`config.mk`:
```
export PLATFORM = sky130hd
export DESIGN_NAME = icache_line_fetcher
export DESIGN_NICKNAME = d
export VERILOG_FILES = /design/src/rtl/icache_line_fetcher.sv
export SDC_FILE = /design/constraint.sdc
export NUM_CORES = 1
export LEC_CHECK = 0
export CELL_PAD_IN_SITES_DETAIL_PLACEMENT = 1
export CELL_PAD_IN_SITES_GLOBAL_PLACEMENT = 2
export CORE_ASPECT_RATIO = 1.5
export CORE_MARGIN = 2
export CORE_UTILIZATION = 29
export DETAILED_ROUTE_END_ITERATION = 16
export PLACE_DENSITY = 0.86
export SKIP_CTS_REPAIR_TIMING = 1
export SYNTH_ARGS = -nofsm -noshare
export SYNTH_HDL_FRONTEND = slang
export SYNTH_SLANG_ARGS = --single-unit
export TNS_END_PERCENT = 10
```
`constraint.sdc`:
```
create_clock -name clk -period 3.3 [get_ports clk]
set_clock_uncertainty 0.2 [all_clocks]
set_input_delay 0.33 -clock clk [delete_from_list [all_inputs] [get_ports clk]]
set_output_delay 0.33 -clock clk [all_outputs]
set_load 0.01 [all_outputs]
```
`src/rtl/icache_line_fetcher.sv`:
```
// Line-fill responder for the instruction cache: streams one line out of a byte-wide RAM,
// packs it little-endian into a single wide word and returns it with a one-cycle done pulse.
module icache_line_fetcher #(
  parameter int LINE_BYTES = 16,
  parameter int ADDR_W     = 32
) (
  input  logic                    clk,
  input  logic                    rst,
  input  logic                    clr,
  input  logic                    mem_rd_ena,
  input  logic [ADDR_W-1:0]       mem_rd_addr,
  output logic                    mem_rd_done,
  output logic [8*LINE_BYTES-1:0] mem_rd_data,
  output logic                    busy,
  output logic                    ram_rd,
  output logic [ADDR_W-1:0]       ram_a,
  input  logic [7:0]              ram_din,
  output logic                    ram_wr
);

  localparam int                OFF_W    = $clog2(LINE_BYTES);
  localparam int                LINE_W   = 8 * LINE_BYTES;
  localparam logic [OFF_W-1:0]  LAST_IDX = OFF_W'(LINE_BYTES - 1);
  localparam logic [OFF_W-1:0]  ONE_IDX  = OFF_W'(1);
  localparam logic [ADDR_W-1:0] OFF_MASK = ADDR_W'(LINE_BYTES - 1);

  typedef enum logic [1:0] {
    IDLE,
    FETCH,
    DONE
  } state_e;

  state_e             state_q, state_d;
  logic [ADDR_W-1:0]  base_q, base_d;
  logic [OFF_W-1:0]   issIdx_q, issIdx_d;
  logic [OFF_W-1:0]   rcvIdx_q, rcvIdx_d;
  logic               rdPend_q, rdPend_d;
  logic               ramRd_q, ramRd_d;
  logic [ADDR_W-1:0]  ramA_q, ramA_d;
  logic               busy_q, busy_d;
  logic               done_q, done_d;
  logic [LINE_W-1:0]  data_q, data_d;

  logic               accept;
  logic               lastByte;
  logic [OFF_W-1:0]   issNext;
  logic [ADDR_W-1:0]  reqBase;

  assign accept   = mem_rd_ena && !clr;
  assign lastByte = rdPend_q && (rcvIdx_q == LAST_IDX);
  assign issNext  = issIdx_q + ONE_IDX;
  assign reqBase  = mem_rd_addr & ~OFF_MASK;

  always_ff @(posedge clk) begin
    if (rst) begin
      state_q  <= IDLE;
      base_q   <= '0;
      issIdx_q <= '0;
      rcvIdx_q <= '0;
      rdPend_q <= 1'b0;
      ramRd_q  <= 1'b0;
      ramA_q   <= '0;
      busy_q   <= 1'b0;
      done_q   <= 1'b0;
      data_q   <= '0;
    end else begin
      state_q  <= state_d;
      base_q   <= base_d;
      issIdx_q <= issIdx_d;
      rcvIdx_q <= rcvIdx_d;
      rdPend_q <= rdPend_d;
      ramRd_q  <= ramRd_d;
      ramA_q   <= ramA_d;
      busy_q   <= busy_d;
      done_q   <= done_d;
      data_q   <= data_d;
    end
  end

  always_comb begin
    state_d = state_q;
    case (state_q)
      IDLE: begin
        if (accept) state_d = FETCH;
      end
      FETCH: begin
        if (clr)           state_d = IDLE;
        else if (lastByte) state_d = DONE;
      end
      DONE: begin
        state_d = IDLE;
      end
      default: begin
        state_d = IDLE;
      end
    endcase
  end

  // Issue and receive run one cycle apart; rdPend marks that the byte for the previous strobe is on ram_din.
  always_comb begin
    base_d   = base_q;
    issIdx_d = issIdx_q;
    rcvIdx_d = rcvIdx_q;
    rdPend_d = 1'b0;
    ramRd_d  = ramRd_q;
    ramA_d   = ramA_q;
    busy_d   = busy_q;
    done_d   = 1'b0;
    data_d   = data_q;
    case (state_q)
      IDLE: begin
        if (accept) begin
          base_d   = reqBase;
          issIdx_d = '0;
          rcvIdx_d = '0;
          ramRd_d  = 1'b1;
          ramA_d   = reqBase;
          busy_d   = 1'b1;
        end
      end
      FETCH: begin
        if (clr) begin
          issIdx_d = '0;
          rcvIdx_d = '0;
          ramRd_d  = 1'b0;
          ramA_d   = '0;
          busy_d   = 1'b0;
        end else begin
          rdPend_d = ramRd_q;
          if (ramRd_q) begin
            if (issIdx_q == LAST_IDX) begin
              ramRd_d = 1'b0;
            end else begin
              issIdx_d = issNext;
              ramA_d   = base_q | ADDR_W'(issNext);
            end
          end
          if (rdPend_q) begin
            data_d[{rcvIdx_q, 3'b000} +: 8] = ram_din;
            rcvIdx_d = rcvIdx_q + ONE_IDX;
            if (rcvIdx_q == LAST_IDX) done_d = 1'b1;
          end
        end
      end
      DONE: begin
        issIdx_d = '0;
        rcvIdx_d = '0;
        busy_d   = 1'b0;
      end
      default: begin
        busy_d  = 1'b0;
        ramRd_d = 1'b0;
      end
    endcase
  end

  assign mem_rd_done = done_q;
  assign mem_rd_data = data_q;
  assign busy        = busy_q;
  assign ram_rd      = ramRd_q;
  assign ram_a       = ramA_q;
  assign ram_wr      = 1'b0;

endmodule

```
[After elaboration in Yosys (flattened, before gate mapping)]
Cells that the tools add are included.
Storage, ports and cells
  bits in writable memories: 0
  register bits: 202
  bits of input ports: 44
  memories kept: 0
  ROM bits: 0
  latch bits: 0
  output and inout port bits: 164
  logic and storage cells: 72
Operators by class
  add/subtract/negate cells: 3
  bitwise gates (word level): 5
  $lt $le $gt $ge: 0
  equal/unequal tests: 10
  reductions and logical operators: 16
  shift-type cells: 2
  muxes and demuxes: 26
  divide/modulo/power cells: 0
  $mul: 0
Operator list (count)
  $bwmux W128: 1
  $mux W32: 4
  $shift A8 B9 Y128 const A: 1
  $shiftx A8 B9 Y128: 1
  $pmux W32 S2: 1
  $or A32 B4 Y32: 1
  $mux W4: 6
  $pmux W4 S3: 2
  $ne A3 B3 Y1 const B: 4
  $neg A7 Y9: 1
  $add A4 B1 Y4 const B: 2
  $eq A4 B4 Y1 const B: 2
  $reduce_and A2 Y1: 4
  $reduce_and A4 Y1: 2
  $mux W1: 6
  $mux W2: 3
  $reduce_and A3 Y1: 2
  $ne A2 B2 Y1 const B: 2
  $not A1 Y1: 4
  $pmux W2 S2: 1
  $reduce_or A4 Y1: 1
  $pmux W1 S3: 1
  $reduce_bool A3 Y1: 1
  $reduce_or A3 Y1: 1
  other kinds (7): 8

[Depth between registers and ports, before layout]
Gate-level depths: netlist of run 1.
  depth in word-level cells: 6
  gate-level depth with buffers: 9

[Worst setup path after synthesis of run 1]
OpenSTA, ideal clock, no wires.
  kind: reg2reg
  start point: register rcvIdx_q[0]
  end point: register data_q[64], in the netlist mem_rd_data[64]
  path buffers: 2
  arrival time: 2.199 ns
  stages on the path, launching flop included: 9
  path slack: 0.769 ns
  data required time: 2.968 ns
  period minus slack after synthesis: 2.531 ns
  cells stage by stage: dfxtp_1 -> buf_2 -> inv_1 -> ha_1 -> clkbuf_1 -> or3b_2 -> o41ai_1 -> nand2_1 -> mux2i_1
On the way
  longest elaborated chain between the ends: 3
  elaborated cells between the ends (all ways): 4
  those cells by class: add/sub (1); shift (2); mux (1)
RTL lines
  start, declared: RTL line 36  | logic [OFF_W-1:0] rcvIdx_q, rcvIdx_d;
  start signal, assigned: RTL line 70  | rcvIdx_q <= rcvIdx_d;
  $neg A7 Y9 *: RTL line 139  | data_d[{rcvIdx_q, 3'b000} +: 8] = ram_din;
  $shiftx A8 B9 Y128 or $shift A8 B9 Y128 (tied branches): RTL line 139
  $bwmux W128 *: RTL line 139
  end signal, assigned: RTL line 76  | data_q <= data_d;
  end, declared: RTL line 42  | logic [LINE_W-1:0] data_q, data_d;
Mark *: on every way between the ends. The rest lies on a longest branch, timed or not.
A chain may end at the register's enable or synchronous reset.

[Worst setup path in the final report of run 1]
  start point: register rcvIdx_q[1]
  end point: register data_q[62], in the netlist mem_rd_data[62]
The elaborated chain is that of the path after synthesis.

==> reports/qor.txt, run 1 <==
status - finished clean
Die Ht - 208.6 µm
Worst-Skew Late Latency - 500 ps
IO Count - 208
Slew Limit Fails - 0
die area - 29270 µm²
CP Data Required Time - 3520 ps
Syn Area/Cell - 9.287 µm²
vias after detailed routing - 6933
IO buf count - 202
GRT Overall Usage - 0.1724
first-pass GRT wire length - 40650 µm
endpoints failing hold - 0
initial core utilization - 0.2962
Leak Pwr - 4.494 nW
TritonCTS buffer count - 21
most frequent cells in the layout - nand2_1 (210), dfxtp_1 (202), clkdlybuf4s50_1 (200), mux2i_1 (128), a21oi_1 (95)
Final Net Count - 1100
Period Utilization, post-route - 0.8838
Fin Hold WS - 103.3 ps
CORE AREA - 27310 µm²
Crit Path Category - reg2reg
Top FF cell, synth - dfxtp_1
vias in the first global route - 7246
vias per inst - 4.928
max cap viols - 0
VDD IR max - 0.3427 mV
layout cells sized above 1 - 0.07136
site row count - 74
# DRC - 0
Area Overhead vs Synth - 38.86%
EDFF count, synth - 0
placed cells - 1369
RSZ-0062 raised after global routing - false
Worst Path Max Fanout - 12
Slew Limit Headroom - 0.4249
power per cell area - 504.6 nW/µm²
Worst Setup End Kind - flop
ANT cells - 0
global route overflow - 0
clk buf depth - 3
Syn Nets - 920
setup TNS - 0 ps
final cell count without fillers - 1407
Syn Std Cell Area - 8089 µm²
register bit count reported by yosys - 202
ys async rst share - 0
max frequency - 0.3429 GHz
Die X - 140.4 µm
synth warn - 0
Hold WC Path Type - in2reg
Post-DP Area - 10420 µm²
Cells after Synth - 871
CP Launch Type - flop
Worst-path clk slew - 70 ps
Worst-Margin Slew - 851.6 ps
crit path DAT - 3140 ps
final wirelength - 25780 µm
remaining antenna violation count after routing - 0
flop-to-flop setup slack - 380 ps
Period minus WS final - 2917 ps
Sink Count - 202
root buf cell - clkbuf_16
sequential share of the synthesized area - 0.4999
commonest non-fill, non-tap cell in the layout - nand2_1
synth unique cells - 58
post-route cell area - 11230 µm²
CTS H-tree depth - 1
CTS tree - done
Pwr Total - 5.667 mW
HPWL after detailed placement - 18080 µm
largest net degree at the start of global routing - 68
antenna violations before repair - 1
routability cong. - 0.8001
iteration count of the initial detailed-routing pass - 4
Iter 0 DRT Violations - 211
endpoints failing setup - 0
Avg WL per Cell - 18.32 µm
[path summary, 6_finish.rpt]
path,start,end,cells past startpoint
max,rcvIdx_q[1],mem_rd_data[62],6
min reg2reg,base_q[14],base_q[14],2
max reg2reg,rcvIdx_q[1],mem_rd_data[62],6
min,clr,ram_a[0],4
[layout make-up]
cell class | count | area (µm²)
clock buffers | 27 | 598.1
clock inverters | 10 | 203.9
multi-input cells | 601 | 3782
well taps | 342 | 427.9
flip-flops and latches | 202 | 4044
repair buffers | 218 | 2147
fillers | 3092 | 16080
inverters | 7 | 28.78
[per-layer routing]
metal,GRT usage,vias to the layer above,share of wire
met2,0.3271,162,0.53
li1,-,3356,-
met1,0.1961,3372,0.40
met4,0.05120,0,0.028
met5,0,-,0
met3,0.02716,43,0.047
[cell families after synthesis]
| logic type | synth area share |
|---|---|
| XOR/XNOR | 0.003249 |
| multiplexers | 0.1584 |
| AO/OA/AOI/OAI | 0.1166 |
| AND/OR/NAND/NOR | 0.1793 |
| flip-flops | 0.4999 |
| adder cells (fa/ha/maj) | 0.007734 |
| buffers and inverters | 0.03434 |
| other | 0.0004636 |
[state kept, by name (all words and copies together), names as in the netlist]
register and count:
state_q 2, base_q 28, rcvIdx_q 4, busy 1
ram_rd 1, mem_rd_data 128, ram_a 32, issIdx_q 4
rdPend_q 1, mem_rd_done 1
[worst max-delay path: stages, from the launching register on]
cell,delay [ps]
dfxtp_1,420
inv_1,130
ha_1,400
nand2b_1,120
o41ai_1,710
and2_1,600
mux2i_1,250
[cell usage after synthesis, types with 3 or more instances]
| cell | count | area, µm² |
|---|---|---|
| and3_1 | 5 | 31.28 |
| nand2b_1 | 4 | 25.02 |
| nand3_1 | 7 | 35.03 |
| a21oi_1 | 96 | 480.5 |
| buf_2 | 9 | 45.04 |
| buf_1 | 4 | 15.01 |
| mux2i_1 | 128 | 1281 |
| a211oi_1 | 30 | 225.2 |
| o21ai_2 | 3 | 26.28 |
| nor2_1 | 19 | 71.32 |
| nor3_1 | 5 | 25.02 |
| nand4_1 | 3 | 18.77 |
| clkbuf_1 | 46 | 172.7 |
| nor3b_1 | 29 | 217.7 |
| inv_1 | 6 | 22.52 |
| nand2_1 | 210 | 788.3 |
| o21ai_0 | 10 | 50.05 |
| ha_1 | 5 | 62.56 |
| dfxtp_1 | 202 | 4044 |
| nand3_2 | 3 | 30.03 |
[through the flow]
step | setup WS (ps) | util
detailed placement | 336.2 | 0.3815
global route | 177.3 | 0.4112
finish | 383.3 | 0.4112
floorplan | 769.5 | -
global placement | 401.8 | 0.3815
CTS | 331.1 | 0.4109
[where the power goes]
part	switching [mW]	total (mW)	internal, mW
combinational	0.221	0.385	0.164
clock	1.02	2.77	1.75
sequential	0.0284	2.52	2.49
total	1.27	5.67	4.40
Power figures use the tool's default switching activity.
==> run 2, diff against run 1 <==
--- a/config.mk
+++ b/config.mk
@@ -5,13 +5,13 @@
 export SDC_FILE = /design/constraint.sdc
 export NUM_CORES = 1
 export LEC_CHECK = 0
-export CELL_PAD_IN_SITES_DETAIL_PLACEMENT = 1
-export CELL_PAD_IN_SITES_GLOBAL_PLACEMENT = 2
+export CELL_PAD_IN_SITES_DETAIL_PLACEMENT = 0
+export CELL_PAD_IN_SITES_GLOBAL_PLACEMENT = 1
 export CORE_ASPECT_RATIO = 1.5
 export CORE_MARGIN = 2
-export CORE_UTILIZATION = 29
+export CORE_UTILIZATION = 37
 export DETAILED_ROUTE_END_ITERATION = 16
-export PLACE_DENSITY = 0.86
+export PLACE_DENSITY = 0.88
 export SKIP_CTS_REPAIR_TIMING = 1
 export SYNTH_ARGS = -nofsm -noshare
 export SYNTH_HDL_FRONTEND = slang
==> reports/qor.txt, run 2 (same netlist as run 1, synthesis figures left out) <==
status - finished clean
r2r startpoint - rcvIdx_q[0]
clk buf depth - 3
Post-DP Area - 10360 µm²
Worst-Margin Slew - 733.6 ps
CORE AREA - 21550 µm²
most frequent cells in the layout - nand2_1 (210), dfxtp_1 (202), clkdlybuf4s50_1 (201), mux2i_1 (128), a21oi_1 (95)
VDD IR max - 0.4678 mV
CP Launch Type - flop
Sink Count - 202
Slew Limit Headroom - 0.5095
largest net degree at the start of global routing - 57
CTS tree - done
IO Count - 208
Iter 0 DRT Violations - 349
setup TNS - 0 ps
vias after detailed routing - 6844
Die Ht - 185.1 µm
Worst Setup End Kind - flop
die area - 23090 µm²
Final Net Count - 1103
register area - 4044 µm²
Area Overhead vs Synth - 35.95%
flop-to-flop setup slack - 470 ps
crit path DAT - 2980 ps
# fillers - 2005
TritonCTS buffer count - 20
Leak Pwr - 4.421 nW
GRT Overall Usage - 0.1923
# DRC - 0
endpoints failing setup - 0
Hold WC Path Type - in2reg
vias in the first global route - 6721
IO buf count - 202
Period Utilization, post-route - 0.8579
Avg WL per Cell - 16.98 µm
ANT cells - 0
Crit Path Category - reg2reg
site row count - 66
Largest register FFs - 128
global route overflow - 0
max frequency - 0.3532 GHz
commonest non-fill, non-tap cell in the layout - nand2_1
layout cells sized above 1 - 0.06854
iteration count of the initial detailed-routing pass - 4
worst hold start - rst
Die X - 124.7 µm
antenna violations before repair - 0
root buf cell - clkbuf_16
Layout Utilization - 0.5102
max cap viols - 0
Worst-path clk slew - 70 ps
routability cong. - 0.7928
first-pass GRT wire length - 36340 µm
power per cell area - 467.2 nW/µm²
initial core utilization - 0.3753
Worst Path Max Fanout - 16
endpoints failing hold - 0
CTS H-tree depth - 1
HPWL after detailed placement - 16000 µm
final wirelength - 22700 µm
Period minus WS final - 2831 ps
Worst-Skew Late Latency - 490 ps
post-route cell area - 11000 µm²
CP Data Required Time - 3450 ps
area occupied by multi-input gates - 3782 µm²
RSZ-0062 raised after global routing - false
Setup crit start - rcvIdx_q[0]
vias per inst - 5.119
Slew Limit Fails - 0
remaining antenna violation count after routing - 0
==> run 2: cell count changes in the layout (fill, tap and decap cells not counted) <==
cell             previous run  this run
bufinv_16                   6         1
dlygate4sd3_1               1         0
clkbuf_1                    1         4
buf_2                       2         1
clkinvlp_4                  0         1
clkbuf_8                    5         3
clkinv_4                    1         0
buf_12                      1         0
buf_4                      14        20
clkdlybuf4s50_1           200       201
==> run 2: worst max-delay path, stage by stage (launching register included) <==
cell	delay, ps
dfxtp_1	680
inv_1	130
ha_1	240
buf_4	170
o41ai_1	590
nand2_1	470
mux2i_1	220
==> run 2: layout make-up <==
type / count / area share
sequential: 202 / 0.3677
tap: 272 / 0.03095
multi-input combinational: 601 / 0.3440
clock inverter: 5 / 0.004779
inverter: 7 / 0.002617
timing repair buffer: 222 / 0.1971
clock buffer: 28 / 0.05291
==> run 2: report_power, final <==
group          total [mW]  switching (mW)  internal [mW]  leakage (nW)
sequential           2.52          0.0313           2.49          1.64
combinational       0.372           0.208          0.164          2.47
clock                2.25           0.943           1.30         0.311
total                5.14            1.18           3.95          4.42
==> run 2: per-stage QoR <==
| stage | hold slack, ps | setup slack [ps] | instances | power, mW |
|---|---|---|---|---|
| floorplan | 231.5 | 769.5 | 871 | 2.759 |
| global placement | 236.7 | 507.5 | 1304 | 2.944 |
| detailed placement | 241.9 | 451.5 | 1304 | 2.948 |
| CTS | 115.8 | 437.1 | 1337 | 5.188 |
| global route | 156.1 | 330.3 | 1337 | 5.320 |
| finish | 116.9 | 468.9 | 1337 | 5.137 |
==> run 2: path summary, 6_finish.rpt <==
path / endpoint / cells after the start
hold / removal: base_q[15] / 2
hold reg to reg: base_q[26] / 2
setup / recovery: mem_rd_data[12] / 6
setup reg to reg: mem_rd_data[12] / 6
==> run 2: routing by layer <==
metal  wire (µm)  global-route usage
met1        9358              0.2277
met3        1413             0.04217
met4         479             0.04989
met5           0                   0
met2       11450              0.3515
